`src/rtl/ysyx_23060191_lsu_pkg.sv`:
```
// Shared definitions for the load/store unit: widths, op codes, FSM states,
// the latched-transaction record, and small op-classification helpers.
// Imported by the LSU top, its alignment sub-module and the memory interface.
package ysyx_23060191_lsu_pkg;

    localparam int CPU_WIDTH     = 32;
    localparam int LSU_OPT_WIDTH = 4;

    localparam logic [3:0] LSU_NONE = 4'd0;
    localparam logic [3:0] LSU_LB   = 4'd1;
    localparam logic [3:0] LSU_LH   = 4'd2;
    localparam logic [3:0] LSU_LW   = 4'd3;
    localparam logic [3:0] LSU_LBU  = 4'd4;
    localparam logic [3:0] LSU_LHU  = 4'd5;
    localparam logic [3:0] LSU_SB   = 4'd6;
    localparam logic [3:0] LSU_SH   = 4'd7;
    localparam logic [3:0] LSU_SW   = 4'd8;

    localparam logic [1:0] LSU_IDLE = 2'd0;
    localparam logic [1:0] LSU_REQ  = 2'd1;
    localparam logic [1:0] LSU_WAIT = 2'd2;
    localparam logic [1:0] LSU_DONE = 2'd3;

    // Everything captured from the execute stage at accept time.
    typedef struct packed {
        logic [3:0]  op;
        logic [31:0] addr;
        logic [31:0] rs2;
    } lsu_txn_t;

    // Unused encodings behave exactly like NONE.
    function automatic logic [3:0] lsu_norm_op(input logic [3:0] op);
        return (op > LSU_SW) ? LSU_NONE : op;
    endfunction

    function automatic logic lsu_misaligned(input logic [3:0] op, input logic [1:0] addr_lo);
        logic mis;
        case (op)
            LSU_LH, LSU_LHU, LSU_SH: mis = addr_lo[0];
            LSU_LW, LSU_SW:          mis = |addr_lo;
            default:                 mis = 1'b0;
        endcase
        return mis;
    endfunction

endpackage

```
`src/rtl/ysyx_23060191_lsu_if.sv`:
```
// Memory port between the LSU (master) and the data memory (slave).
// Request: valid/ready with word address, write enable, lane data and strobes.
// Response: single-cycle valid pulse carrying load data or a store ack.
interface ysyx_23060191_lsu_if;
    import ysyx_23060191_lsu_pkg::*;

    logic                 mem_req_valid;
    logic                 mem_req_ready;
    logic [CPU_WIDTH-1:0] mem_addr;
    logic                 mem_wen;
    logic [CPU_WIDTH-1:0] mem_wdata;
    logic [3:0]           mem_wstrb;
    logic                 mem_rsp_valid;
    logic [CPU_WIDTH-1:0] mem_rdata;

    modport master (
        output mem_req_valid, mem_addr, mem_wen, mem_wdata, mem_wstrb,
        input  mem_req_ready, mem_rsp_valid, mem_rdata
    );

    modport slave (
        input  mem_req_valid, mem_addr, mem_wen, mem_wdata, mem_wstrb,
        output mem_req_ready, mem_rsp_valid, mem_rdata
    );

endinterface

```
`src/rtl/ysyx_23060191_lsu_align.sv`:
```
// Purpose: store lane replication/strobes and load byte/half extraction+extension.
// Latency: purely combinational.
// Backpressure: none; outputs follow inputs.
// Ports: op_i/addr_lo_i select the access; rs2_i store data; rdata_i memory word;
//        wen_o/wdata_o/wstrb_o store side; load_res_o aligned, extended load value.
module ysyx_23060191_lsu_align
    import ysyx_23060191_lsu_pkg::*;
(
    input  logic [3:0]  op_i,
    input  logic [1:0]  addr_lo_i,
    input  logic [31:0] rs2_i,
    input  logic [31:0] rdata_i,
    output logic        wen_o,
    output logic [31:0] wdata_o,
    output logic [3:0]  wstrb_o,
    output logic [31:0] load_res_o
);

    logic [15:0] half_sel;
    logic [7:0]  byte_sel;

    // Halfword loads are already known aligned, so addr_lo[0] only picks a byte.
    assign half_sel = addr_lo_i[1] ? rdata_i[31:16] : rdata_i[15:0];
    assign byte_sel = addr_lo_i[0] ? half_sel[15:8] : half_sel[7:0];

    always_comb begin
        wen_o   = 1'b0;
        wdata_o = '0;
        wstrb_o = '0;
        case (op_i)
            LSU_SB: begin
                wen_o   = 1'b1;
                wdata_o = {4{rs2_i[7:0]}};
                wstrb_o = 4'b0001 << addr_lo_i;
            end
            LSU_SH: begin
                wen_o   = 1'b1;
                wdata_o = {2{rs2_i[15:0]}};
                wstrb_o = 4'b0011 << addr_lo_i;
            end
            LSU_SW: begin
                wen_o   = 1'b1;
                wdata_o = rs2_i;
                wstrb_o = 4'b1111;
            end
            default: ;
        endcase
    end

    always_comb begin
        load_res_o = '0;
        case (op_i)
            LSU_LB:  load_res_o = {{24{byte_sel[7]}}, byte_sel};
            LSU_LH:  load_res_o = {{16{half_sel[15]}}, half_sel};
            LSU_LW:  load_res_o = rdata_i;
            LSU_LBU: load_res_o = {24'd0, byte_sel};
            LSU_LHU: load_res_o = {16'd0, half_sel};
            default: ;
        endcase
    end

endmodule

```
`src/rtl/ysyx_23060191_lsu.sv`:
```
// Purpose: single-outstanding load/store stage between execute and writeback.
// Latency: accept->wbu_valid 1 cycle for NONE/misaligned, >=3 cycles for memory ops.
// Backpressure: exu_ready only in IDLE; request held until mem_req_ready; DONE held until wbu_ready.
// Ports: exu_* execute handshake + operands; mem (interface master) memory port;
//        wbu_* writeback handshake; lsu_res/lsu_misalign writeback payload.
module ysyx_23060191_lsu #(
    parameter int CPU_WIDTH     = 32,   // only 32 is supported
    parameter int LSU_OPT_WIDTH = 4
) (
    input  logic                     clk,
    input  logic                     rst,
    input  logic                     exu_valid,
    output logic                     exu_ready,
    input  logic [CPU_WIDTH-1:0]     exu_res,
    input  logic [CPU_WIDTH-1:0]     data_Rs2,
    input  logic [LSU_OPT_WIDTH-1:0] lsu_opt_code,
    ysyx_23060191_lsu_if.master      mem,
    output logic                     wbu_valid,
    input  logic                     wbu_ready,
    output logic [CPU_WIDTH-1:0]     lsu_res,
    output logic                     lsu_misalign
);
    import ysyx_23060191_lsu_pkg::*;

    logic [1:0]  state_q, state_d;
    lsu_txn_t    txn_q, txn_d;
    logic [31:0] res_q, res_d;
    logic        mis_q, mis_d;

    logic [3:0]  op_in;
    logic        accept;
    logic        in_req;

    logic        al_wen;
    logic [31:0] al_wdata;
    logic [3:0]  al_wstrb;
    logic [31:0] al_load;

    assign op_in     = lsu_norm_op(lsu_opt_code);
    assign exu_ready = (state_q == LSU_IDLE) && !rst;
    assign accept    = exu_valid && exu_ready;
    assign in_req    = (state_q == LSU_REQ);

    ysyx_23060191_lsu_align u_align (
        .op_i       (txn_q.op),
        .addr_lo_i  (txn_q.addr[1:0]),
        .rs2_i      (txn_q.rs2),
        .rdata_i    (mem.mem_rdata),
        .wen_o      (al_wen),
        .wdata_o    (al_wdata),
        .wstrb_o    (al_wstrb),
        .load_res_o (al_load)
    );

    always_comb begin
        state_d = state_q;
        txn_d   = txn_q;
        res_d   = res_q;
        mis_d   = mis_q;
        case (state_q)
            LSU_IDLE: begin
                if (accept) begin
                    txn_d.op   = op_in;
                    txn_d.addr = exu_res;
                    txn_d.rs2  = data_Rs2;
                    if (op_in == LSU_NONE) begin
                        res_d   = exu_res;
                        state_d = LSU_DONE;
                    end else if (lsu_misaligned(op_in, exu_res[1:0])) begin
                        // Report the faulting address; the memory is never touched.
                        res_d   = exu_res;
                        mis_d   = 1'b1;
                        state_d = LSU_DONE;
                    end else begin
                        state_d = LSU_REQ;
                    end
                end
            end
            LSU_REQ: begin
                if (mem.mem_req_ready) state_d = LSU_WAIT;
            end
            LSU_WAIT: begin
                // Responses are only looked at here, so stray or stale ones elsewhere are dropped.
                if (mem.mem_rsp_valid) begin
                    res_d   = al_wen ? 32'd0 : al_load;
                    state_d = LSU_DONE;
                end
            end
            LSU_DONE: begin
                if (wbu_ready) begin
                    mis_d   = 1'b0;
                    state_d = LSU_IDLE;
                end
            end
            default: state_d = LSU_IDLE;
        endcase
    end

    always_ff @(posedge clk) begin
        if (rst) begin
            state_q <= LSU_IDLE;
            txn_q   <= '0;
            res_q   <= '0;
            mis_q   <= 1'b0;
        end else begin
            state_q <= state_d;
            txn_q   <= txn_d;
            res_q   <= res_d;
            mis_q   <= mis_d;
        end
    end

    // Request fields come from latched state, so they stay stable until accepted,
    // and read as zero whenever no request is outstanding.
    assign mem.mem_req_valid = in_req;
    assign mem.mem_addr      = in_req ? {txn_q.addr[31:2], 2'b00} : 32'd0;
    assign mem.mem_wen       = in_req && al_wen;
    assign mem.mem_wdata     = in_req ? al_wdata : 32'd0;
    assign mem.mem_wstrb     = in_req ? al_wstrb : 4'd0;

    assign wbu_valid    = (state_q == LSU_DONE);
    assign lsu_res      = res_q;
    assign lsu_misalign = mis_q;

endmodule

```
`src/flat_wrapper.sv`:
```
// flat-port wrapper written by rule: the top's interface ports become plain ports
module ysyx_23060191_lsu_flat import ysyx_23060191_lsu_pkg::*;
#(
    parameter int CPU_WIDTH     = 32,                          
    parameter int LSU_OPT_WIDTH = 4
)
  (clk, rst, exu_valid, exu_ready, exu_res, data_Rs2, lsu_opt_code, wbu_valid, wbu_ready, lsu_res, lsu_misalign, mem_mem_req_valid, mem_mem_addr, mem_mem_wen, mem_mem_wdata, mem_mem_wstrb, mem_mem_req_ready, mem_mem_rsp_valid, mem_mem_rdata);
  ysyx_23060191_lsu_if mem_i ();
  input  logic clk;
  input  logic rst;
  input  logic exu_valid;
  output logic exu_ready;
  input  logic [CPU_WIDTH-1:0] exu_res;
  input  logic [CPU_WIDTH-1:0] data_Rs2;
  input  logic [LSU_OPT_WIDTH-1:0] lsu_opt_code;
  output logic wbu_valid;
  input  logic wbu_ready;
  output logic [CPU_WIDTH-1:0] lsu_res;
  output logic lsu_misalign;
  output wire logic [$bits(mem_i.mem_req_valid)-1:0] mem_mem_req_valid;
  output wire logic [$bits(mem_i.mem_addr)-1:0] mem_mem_addr;
  output wire logic [$bits(mem_i.mem_wen)-1:0] mem_mem_wen;
  output wire logic [$bits(mem_i.mem_wdata)-1:0] mem_mem_wdata;
  output wire logic [$bits(mem_i.mem_wstrb)-1:0] mem_mem_wstrb;
  input wire logic [$bits(mem_i.mem_req_ready)-1:0] mem_mem_req_ready;
  input wire logic [$bits(mem_i.mem_rsp_valid)-1:0] mem_mem_rsp_valid;
  input wire logic [$bits(mem_i.mem_rdata)-1:0] mem_mem_rdata;
  assign mem_mem_req_valid = mem_i.mem_req_valid;
  assign mem_mem_addr = mem_i.mem_addr;
  assign mem_mem_wen = mem_i.mem_wen;
  assign mem_mem_wdata = mem_i.mem_wdata;
  assign mem_mem_wstrb = mem_i.mem_wstrb;
  assign mem_i.mem_req_ready = mem_mem_req_ready;
  assign mem_i.mem_rsp_valid = mem_mem_rsp_valid;
  assign mem_i.mem_rdata = mem_mem_rdata;
  ysyx_23060191_lsu #(.CPU_WIDTH(CPU_WIDTH), .LSU_OPT_WIDTH(LSU_OPT_WIDTH)) u_core (.clk(clk), .rst(rst), .exu_valid(exu_valid), .exu_ready(exu_ready), .exu_res(exu_res), .data_Rs2(data_Rs2), .lsu_opt_code(lsu_opt_code), .mem(mem_i), .wbu_valid(wbu_valid), .wbu_ready(wbu_ready), .lsu_res(lsu_res), .lsu_misalign(lsu_misalign));
endmodule
```
`config.mk`:
```
export PLATFORM = sky130hd
export DESIGN_NAME = ysyx_23060191_lsu_flat
export DESIGN_NICKNAME = d
export VERILOG_FILES = /design/src/rtl/ysyx_23060191_lsu_pkg.sv /design/src/rtl/ysyx_23060191_lsu_if.sv /design/src/rtl/ysyx_23060191_lsu_align.sv /design/src/rtl/ysyx_23060191_lsu.sv /design/src/flat_wrapper.sv
export SDC_FILE = /design/constraint.sdc
export NUM_CORES = 1
export LEC_CHECK = 0
export ABC_AREA = 1
export CORE_MARGIN = 8
export CORE_UTILIZATION = 41
export DETAILED_ROUTE_END_ITERATION = 12
export MAX_ROUTING_LAYER = met4
export PLACE_DENSITY = 0.8
export RECOVER_POWER = 25
export SLEW_MARGIN = 20
export SYNTH_ARGS = -nofsm -noshare
export SYNTH_HDL_FRONTEND = slang
export SYNTH_SLANG_ARGS = --single-unit
```
`constraint.sdc`:
```
create_clock -name clk -period 1.8 [get_ports clk]
set_clock_uncertainty 0.15 [all_clocks]
set_input_delay 0.18 -clock clk [delete_from_list [all_inputs] [get_ports clk]]
set_output_delay 0.18 -clock clk [all_outputs]
set_load 0.01 [all_outputs]
```
==> results of run 1 <==
## Yosys cell counts
library cell	instances	area [um^2]
a211oi_1	2	15.0
a21o_1	1	7.51
a21oi_1	30	150
a21oi_2	1	8.76
a21oi_4	1	16.3
a22oi_1	8	60.1
and2_1	1	6.26
buf_1	8	30.0
buf_2	14	70.1
buf_4	2	15.0
buf_6	3	33.8
clkbuf_1	30	113
clkinv_1	3	11.3
conb_1	1	3.75
dfxtp_1	103	2060
ha_1	5	62.6
inv_1	137	514
inv_2	1	3.75
nand2_1	393	1480
nand2_2	1	6.26
nand2_4	1	11.3
nand3_1	103	515
nand4_1	2	12.5
nor2_1	103	387
nor2_2	2	12.5
nor3_1	1	5.00
nor3_2	1	10.0
o211ai_1	1	7.51
o21a_1	1	7.51
o21a_2	1	8.76
o21ai_0	56	280
o31ai_1	2	15.0
or2_2	1	6.26
## worst paths after layout
path                  endpoint  slack (ns)  depth (start not counted)
max          mem_mem_wdata[22]       -0.34                         10
min           u_core.txn_q[17]        0.21                          3
max reg2reg  u_core.lsu_res[2]       -0.26                         13
min reg2reg   u_core.txn_q[24]        0.30                          2
## cell usage in the layout, fill, tap and decap left out, drive strengths merged
cell	n
nand2	397
buf	165
inv	139
clkdlybuf4s50	113
nor2	105
nand3	103
dfxtp	103
o21ai	56
a21oi	32
dlygate4sd3	25
clkbuf	17
clkdlybuf4s15	11
a22oi	8
clkinv	6
ha	5
clkinvlp	4
a211oi	2
nand4	2
conb	2
o31ai	2
nor3	2
o21a	2
o211ai	1
a21o	1
or2	1
and2	1
## critical path, delay by kind of cell (launching register included)
| kind | cells | cell delay [ns] |
|---|---|---|
| flip-flops | 1 | 0.37 |
| AND/OR/NAND/NOR | 3 | 0.32 |
| AO/OA/AOI/OAI | 2 | 0.24 |
| buffers and inverters | 5 | 0.53 |
## final cells by class
type                            instances  share of cell area [%]
Tap cell                              184                    2.22
Clock inverter                          7                   0.543
Clock buffer                            9                    2.17
Multi-Input combinational cell        722                    36.4
Sequential cell                       103                    20.0
Timing Repair Buffer                  322                    33.0
Timing Repair inverter                  1                   0.157
Inverter                              141                    5.55
## through the flow
step	setup TNS, ns	instances	setup WS [ns]
floorplan	-0.0358	1021	-0.00119
global placement	-19.17	1419	-0.387
detailed placement	-22.30	1419	-0.436
CTS	-16.30	1473	-0.330
global route	-24.48	1489	-0.429
finish	-18.07	1489	-0.341
## registers in the layout, indices dropped and copies added, names as in the netlist
register             flops
u_core.lsu_misalign      1
u_core.txn_q            68
u_core.lsu_res          32
u_core.state_q           2
## kinds of logic (layout without fill, tap and decap cells)
kind of cell               after synthesis  in the layout
AOI/OAI and AO/OA                      104            104
adders and majority gates                5              5
buffers and inverters                  198            480
DFF                                    103            103
other                                    1              2
and+or+nand+nor                        609            611
## metal layers
metal  GRT usage [%]  vias up  part of all wire [%]
met4            7.87        0                   3.0
met1            30.4     3510                    39
li1                -     3685                     -
met3            5.76       51                   8.7
met5               -        -                     0
met2            40.9      371                    49
## power by group
| group | leakage (nW) | switching, mW | internal (mW) |
|---|---|---|---|
| sequential | 0.850 | 0.371 | 2.89 |
| combinational | 4.27 | 4.15 | 3.91 |
| clock | 0.130 | 0.939 | 0.953 |
## what timing repair did
item | in CTS | in global routing
hold endpoints to repair | 0 | 0
gates resized for setup | 401 | 200
setup buffers | 27 | 16
cloned | 11 | 4
pin swaps | 19 | 46
hold buffers | 0 | 0
setup endpoints to repair | 135 | 168
==> metrics.md, run 1 <==
| Metric | Value |
|---|---|
| Critical R2R Launch | `u_core.state_q[0]` |
| PD cells | `around 1300 nW/um^2` |
| Register bit total from synthesis | `103` |
| H-Tree Depth | `3` |
| Hold Path Origin | `data_Rs2[17]` |
| CTS tree | `built` |
| DRT Pass-1 Iters | `6` |
| Synth Area in Simple Gates | `about 40%` |
| Fin util | `between 70% and 80%` |
| Design Power | `13.2 mW` |
| DIE WIDTH | `around 140 um` |
| WL/cell | `between 15 and 20 um` |
| Fin. Hold Viols | `0` |
| Row Count | `44` |
| Clock Latency Late Sink | `between 0.3 and 0.4 ns` |
| Num CTS Buffers | `9` |
| RSZ-0062 raised after global routing | `yes` |
| Number of global-route vias before repair | `approximately 7000` |
| Final WS setup | `-0.341 ns` |
| Antenna Nets Post-Route | `0` |
| Worst setup EP type | `output pin` |
| Mux share of post-synthesis cell area | `0%` |
| DR iter-0 viols | `approximately 650` |
| Largest net degree at the start of global routing | `57` |
| Leak | `roughly 5.2 nW` |
| Die area | `around 19000 um^2` |
| Port Buffers | `around 210` |
| Ys Warns | `0` |
| Hold WS | `0.215 ns` |
| Min Tclk post-route | `approximately 2.1 ns` |
| Synth Area in Compound Gates | `about a tenth` |
| Filler cells | `roughly 1100` |
| Starting density of the core | `41.4%` |
| CP arrival | `1.81 ns` |
| Period utilization | `119%` |
| Placed Area | `around 8700 um^2` |
| Sequential element share of the synthesized area | `roughly a third` |
| Via/cell ratio | `5.12` |
| Nets@finish | `about 1400` |
| Register area | `around 2100 um^2` |
| CTS root buf | `clkbuf_16` |
| Total wire length | `approximately 25000 um` |
| Drc violations | `0` |
| Total gr overflow | `0` |
| Origin of the worst setup path | `u_core.txn_q[67]` |
| Largest family of logic cells by synthesized area | `simple AND/OR/NAND/NOR gates` |
| Cell Area, Synth | `5940 um^2` |
| Failing checks | `setup timing` |
| Worst EP required | `around 1.5 ns` |
| Post-synth cell types | `33` |
| Maxcap violations | `0` |
| Setup violators final | `90` |
| Slowest Stage Delay on Critical Path | `about 0.37 ns` |
| Boundary pin count | `211` |
| Overall Global Routing Usage | `about a quarter` |
| Final instance area | `between 10000 and 15000 um^2` |
| Inserted Diodes | `0` |
| Core area | `about 14000 um^2` |
| Initial antenna violation count | `0` |
| Reg clk slew, reported paths | `0.07 ns` |
| Final Wtd Congestion | `0.932` |
| Vias post-DR | `between 7000 and 8000` |
| Max clock buf depth | `2` |
| Xor/xnor cell area share of the yosys netlist | `0%` |
| Area delta synth->final | `74.5%` |
| Crit-path max FO | `5` |
| Layout cells sized above 1 | `28.4%` |
| Multi-input combinational cell area | `about 3800 um^2` |
| Outcome | `complete, but fails checks` |
| Hold Path Class | `in -> reg` |
| Fin. max-slew vios | `0` |
| Mean Syn Cell Area | `5.83 um^2` |
| Die Span Y | `between 100 and 150 um` |
| Type of origin of the critical path | `flip-flop` |
| Cell at the slowest stage of the critical path | `dfxtp_4` |
| CTS sink count | `just over 100` |
| Post-Synthesis Cells | `roughly 1000` |
| First-pass GRT wire length | `36200 um` |
| Peak supply drop | `0.899 mV` |
| Critical-path cell list | `nor2_4 > nand2_4 > a21oi_4 > buf_12 > clkinv_8 > buf_6 > nor2_4 > a22oi_2 > inv_1 > buf_6` |
| Adder-Cell Fraction of Synth Area | `approximately 1.1%` |
| Dpl hpwl | `roughly 16000 um` |
| Setup CP Type | `reg -> out` |
| Achievable clock frequency | `between 400 and 500 MHz` |
(Power assumes the default switching activity.)
==> run 2, diff against run 1 <==
Settings changed: CORE_MARGIN 8 to 3, MAX_ROUTING_LAYER met4 to unset, PLACE_DENSITY 0.8 to unset, PLACE_DENSITY_LB_ADDON set to 0.08.
==> run 2 against run 1 <==
  * The run still ends with setup timing left
  * Die area shrank 14%
  * Count of clock-buffer cells in the layout stayed put
  * Maximum frequency increased by 0.63%
  * Via count shrank 0.33%
  * Global-route usage rose by 3.0 points
  * Final area is 3.9% higher
  * Critical path type unchanged
  * Critical endpoint unchanged
  * Largest cell class unchanged
  * Highest routed layer unchanged
==> metrics.md, run 2 (synthesis gave the netlist of run 1 again) <==
| Metric | Value |
|---|---|
| Largest net degree at the start of global routing | `60` |
| Total wire length | `24400 um` |
| Num CTS Buffers | `9` |
| Clock Latency Late Sink | `between 0.3 and 0.4 ns` |
| Type of origin of the critical path | `flip-flop` |
| Maxcap violations | `0` |
| Critical R2R Launch | `u_core.state_q[0]` |
| Leak | `5.57 nW` |
| Reg-to-reg endpoint | `u_core.lsu_res[13]` |
| Vias post-DR | `approximately 7600` |
| Post-Place Worst Slack | `-0.443 ns` |
| First-pass GRT wire length | `36300 um` |
| Setup TNS | `-21.89 ns` |
| Setup violators final | `approximately 140` |
| Worst setup EP type | `output pin` |
| Fin. Hold Viols | `0` |
| Internal power | `approximately 8.3 mW` |
| Via/cell ratio | `5.06` |
| Period utilization | `118%` |
| Antenna Nets Post-Route | `0` |
| Worst EP required | `approximately 1.5 ns` |
| Port Buffers | `~210` |
| WL/cell | `16.3 um` |
| DIE WIDTH | `126 um` |
| Reg with most FFs | `u_core.txn_q` |
| Number of global-route vias before repair | `7067` |
| CP arrival | `1.80 ns` |
| Failing checks | `setup timing` |
| Min Tclk post-route | `roughly 2.1 ns` |
| Hold Path Origin | `data_Rs2[18]` |
| Initial antenna violation count | `1` |
| Crit-path max FO | `5` |
| Reg clk slew, reported paths | `around 0.08 ns` |
| Hold EP | `u_core.txn_q[18]` |
| Overall Global Routing Usage | `28.2%` |
| Commonest non-fill, non-tap cells in the layout | `286 x nand2_1, 123 x clkdlybuf4s50_1, 119 x inv_1` |
| Die area | `roughly 16000 um^2` |
| Total gr overflow | `0` |
| Final WS setup | `-0.328 ns` |
| RSZ-0062 raised after global routing | `yes` |
| Switching part of the total | `40.3%` |
| Boundary pin count | `211` |
| Hold Buf Count CTS | `0` |
| DR iter-0 viols | `544` |
| Nets@finish | `about 1400` |
| Layout cells sized above 1 | `33.3%` |
| Core area | `14000 um^2` |
| H-Tree Depth | `3` |
| Max reg flops | `between 60 and 70` |
| Starting density of the core | `between 40 and 50%` |
| Flop2flop setup slack | `-0.30 ns` |
| Clk pwr share | `about 16%` |
| Setup CP Type | `reg -> out` |
| Dpl hpwl | `between 10000 and 15000 um` |
| Final Wtd Congestion | `around 0.91` |
| Worst reg2reg path depth | `15` |
| Filler cells | `about 1100` |
| NetSw | `~5.6 mW` |
| Outcome | `complete, but fails checks` |
| CTS sink count | `between 100 and 150` |
| Hold WS | `approximately 0.23 ns` |
| Row Count | `43` |
| Die Span Y | `approximately 130 um` |
| Max clock buf depth | `2` |
| Peak supply drop | `between 0.9 and 1 mV` |
| Achievable clock frequency | `between 400 and 500 MHz` |
| Drc violations | `0` |
| Combinational Power Share | `roughly 61%` |
| Hold path cells | `3` |
| Hold Path Class | `in -> reg` |
| PD cells | `about 1300 nW/um^2` |
| Flop pwr share | `23.2%` |
| Design Power | `around 14 mW` |
| Fin. max-slew vios | `0` |
| Area delta synth->final | `81.3%` |
| Most common cell after layout, fill and taps aside | `nand2_1` |
| DRT Pass-1 Iters | `6` |
| CTS tree | `built` |
| CTS root buf | `clkbuf_16` |
==> run 2: metal layers <==
metal | global-route usage (%) | wire length (um) | part of all wire [%]
met1 | 37.5 | 10500 | 43
met2 | 46.3 | 11600 | 47
met3 | 6.27 | 1800 | 7.4
met4 | 7.44 | 592 | 2.4
met5 | 0 | 0 | 0
==> run 2: power groups by stage <==
stage,Sequential (mW),Clock [mW],Combinational (mW)
after floorplan,3.31,0,2.82
after global placement,3.21,0,5.06
after detailed placement,3.22,0,5.11
after CTS,3.20,2.23,7.63
after global routing,3.30,2.33,9.06
final,3.24,2.21,8.50
==> run 2: worst max-delay path, cell delays in order (launching register included) <==
cell and delay (ns):
dfxtp_2 0.35, inv_4 0.05, nor2_4 0.10, nand2_4 0.09, a21oi_4 0.18, buf_12 0.14, clkinv_8 0.06, buf_6 0.11
nor2_4 0.12, a22oi_2 0.06, inv_1 0.05, buf_2 0.12
==> run 2: what timing repair did <==
| action | in CTS | in global routing |
|---|---|---|
| pin swaps | 54 | 53 |
| setup buffers | 41 | 19 |
| resized for setup | 494 | 202 |
| setup endpoints to repair | 157 | 154 |
| cloned | 18 | 1 |
==> run 2: worst max-delay path by stage <==
stage,depth (start not counted),slack (ns),startpoint,endpoint
floorplan,11,-0.001,u_core.state_q[0],u_core.lsu_res[0]
global placement,9,-0.41,u_core.txn_q[66],mem_mem_wdata[24]
detailed placement,9,-0.44,u_core.txn_q[66],mem_mem_wdata[8]
CTS,11,-0.30,u_core.txn_q[66],mem_mem_wdata[21]
global route,11,-0.43,u_core.txn_q[66],mem_mem_wdata[22]
finish,11,-0.33,u_core.txn_q[66],mem_mem_wdata[22]
==> run 2: cell type report <==
cell class / instances / area, um^2 / area share [%]
clock inverters: 7 / 103 / 0.952
diodes: 1 / 2.50 / 0.0232
well taps: 180 / 225 / 2.09
repair inverters: 1 / 11.3 / 0.105
inverters: 141 / 556 / 5.16
clock buffers: 9 / 225 / 2.09
repair buffers: 338 / 3560 / 33.1
multi-input cells: 720 / 4010 / 37.2
flip-flops and latches: 103 / 2070 / 19.3
==> run 2: stage by stage <==
step | cells | area (um^2) | util, %
2_1_floorplan | 1021 | 6000 | -
3_3_place_gp | 1416 | 8650 | 61.6
3_5_place_dp | 1416 | 8650 | 61.6
4_1_cts | 1488 | 10100 | 71.9
5_1_grt | 1500 | 10800 | 76.7
6_report | 1500 | 10800 | 76.7
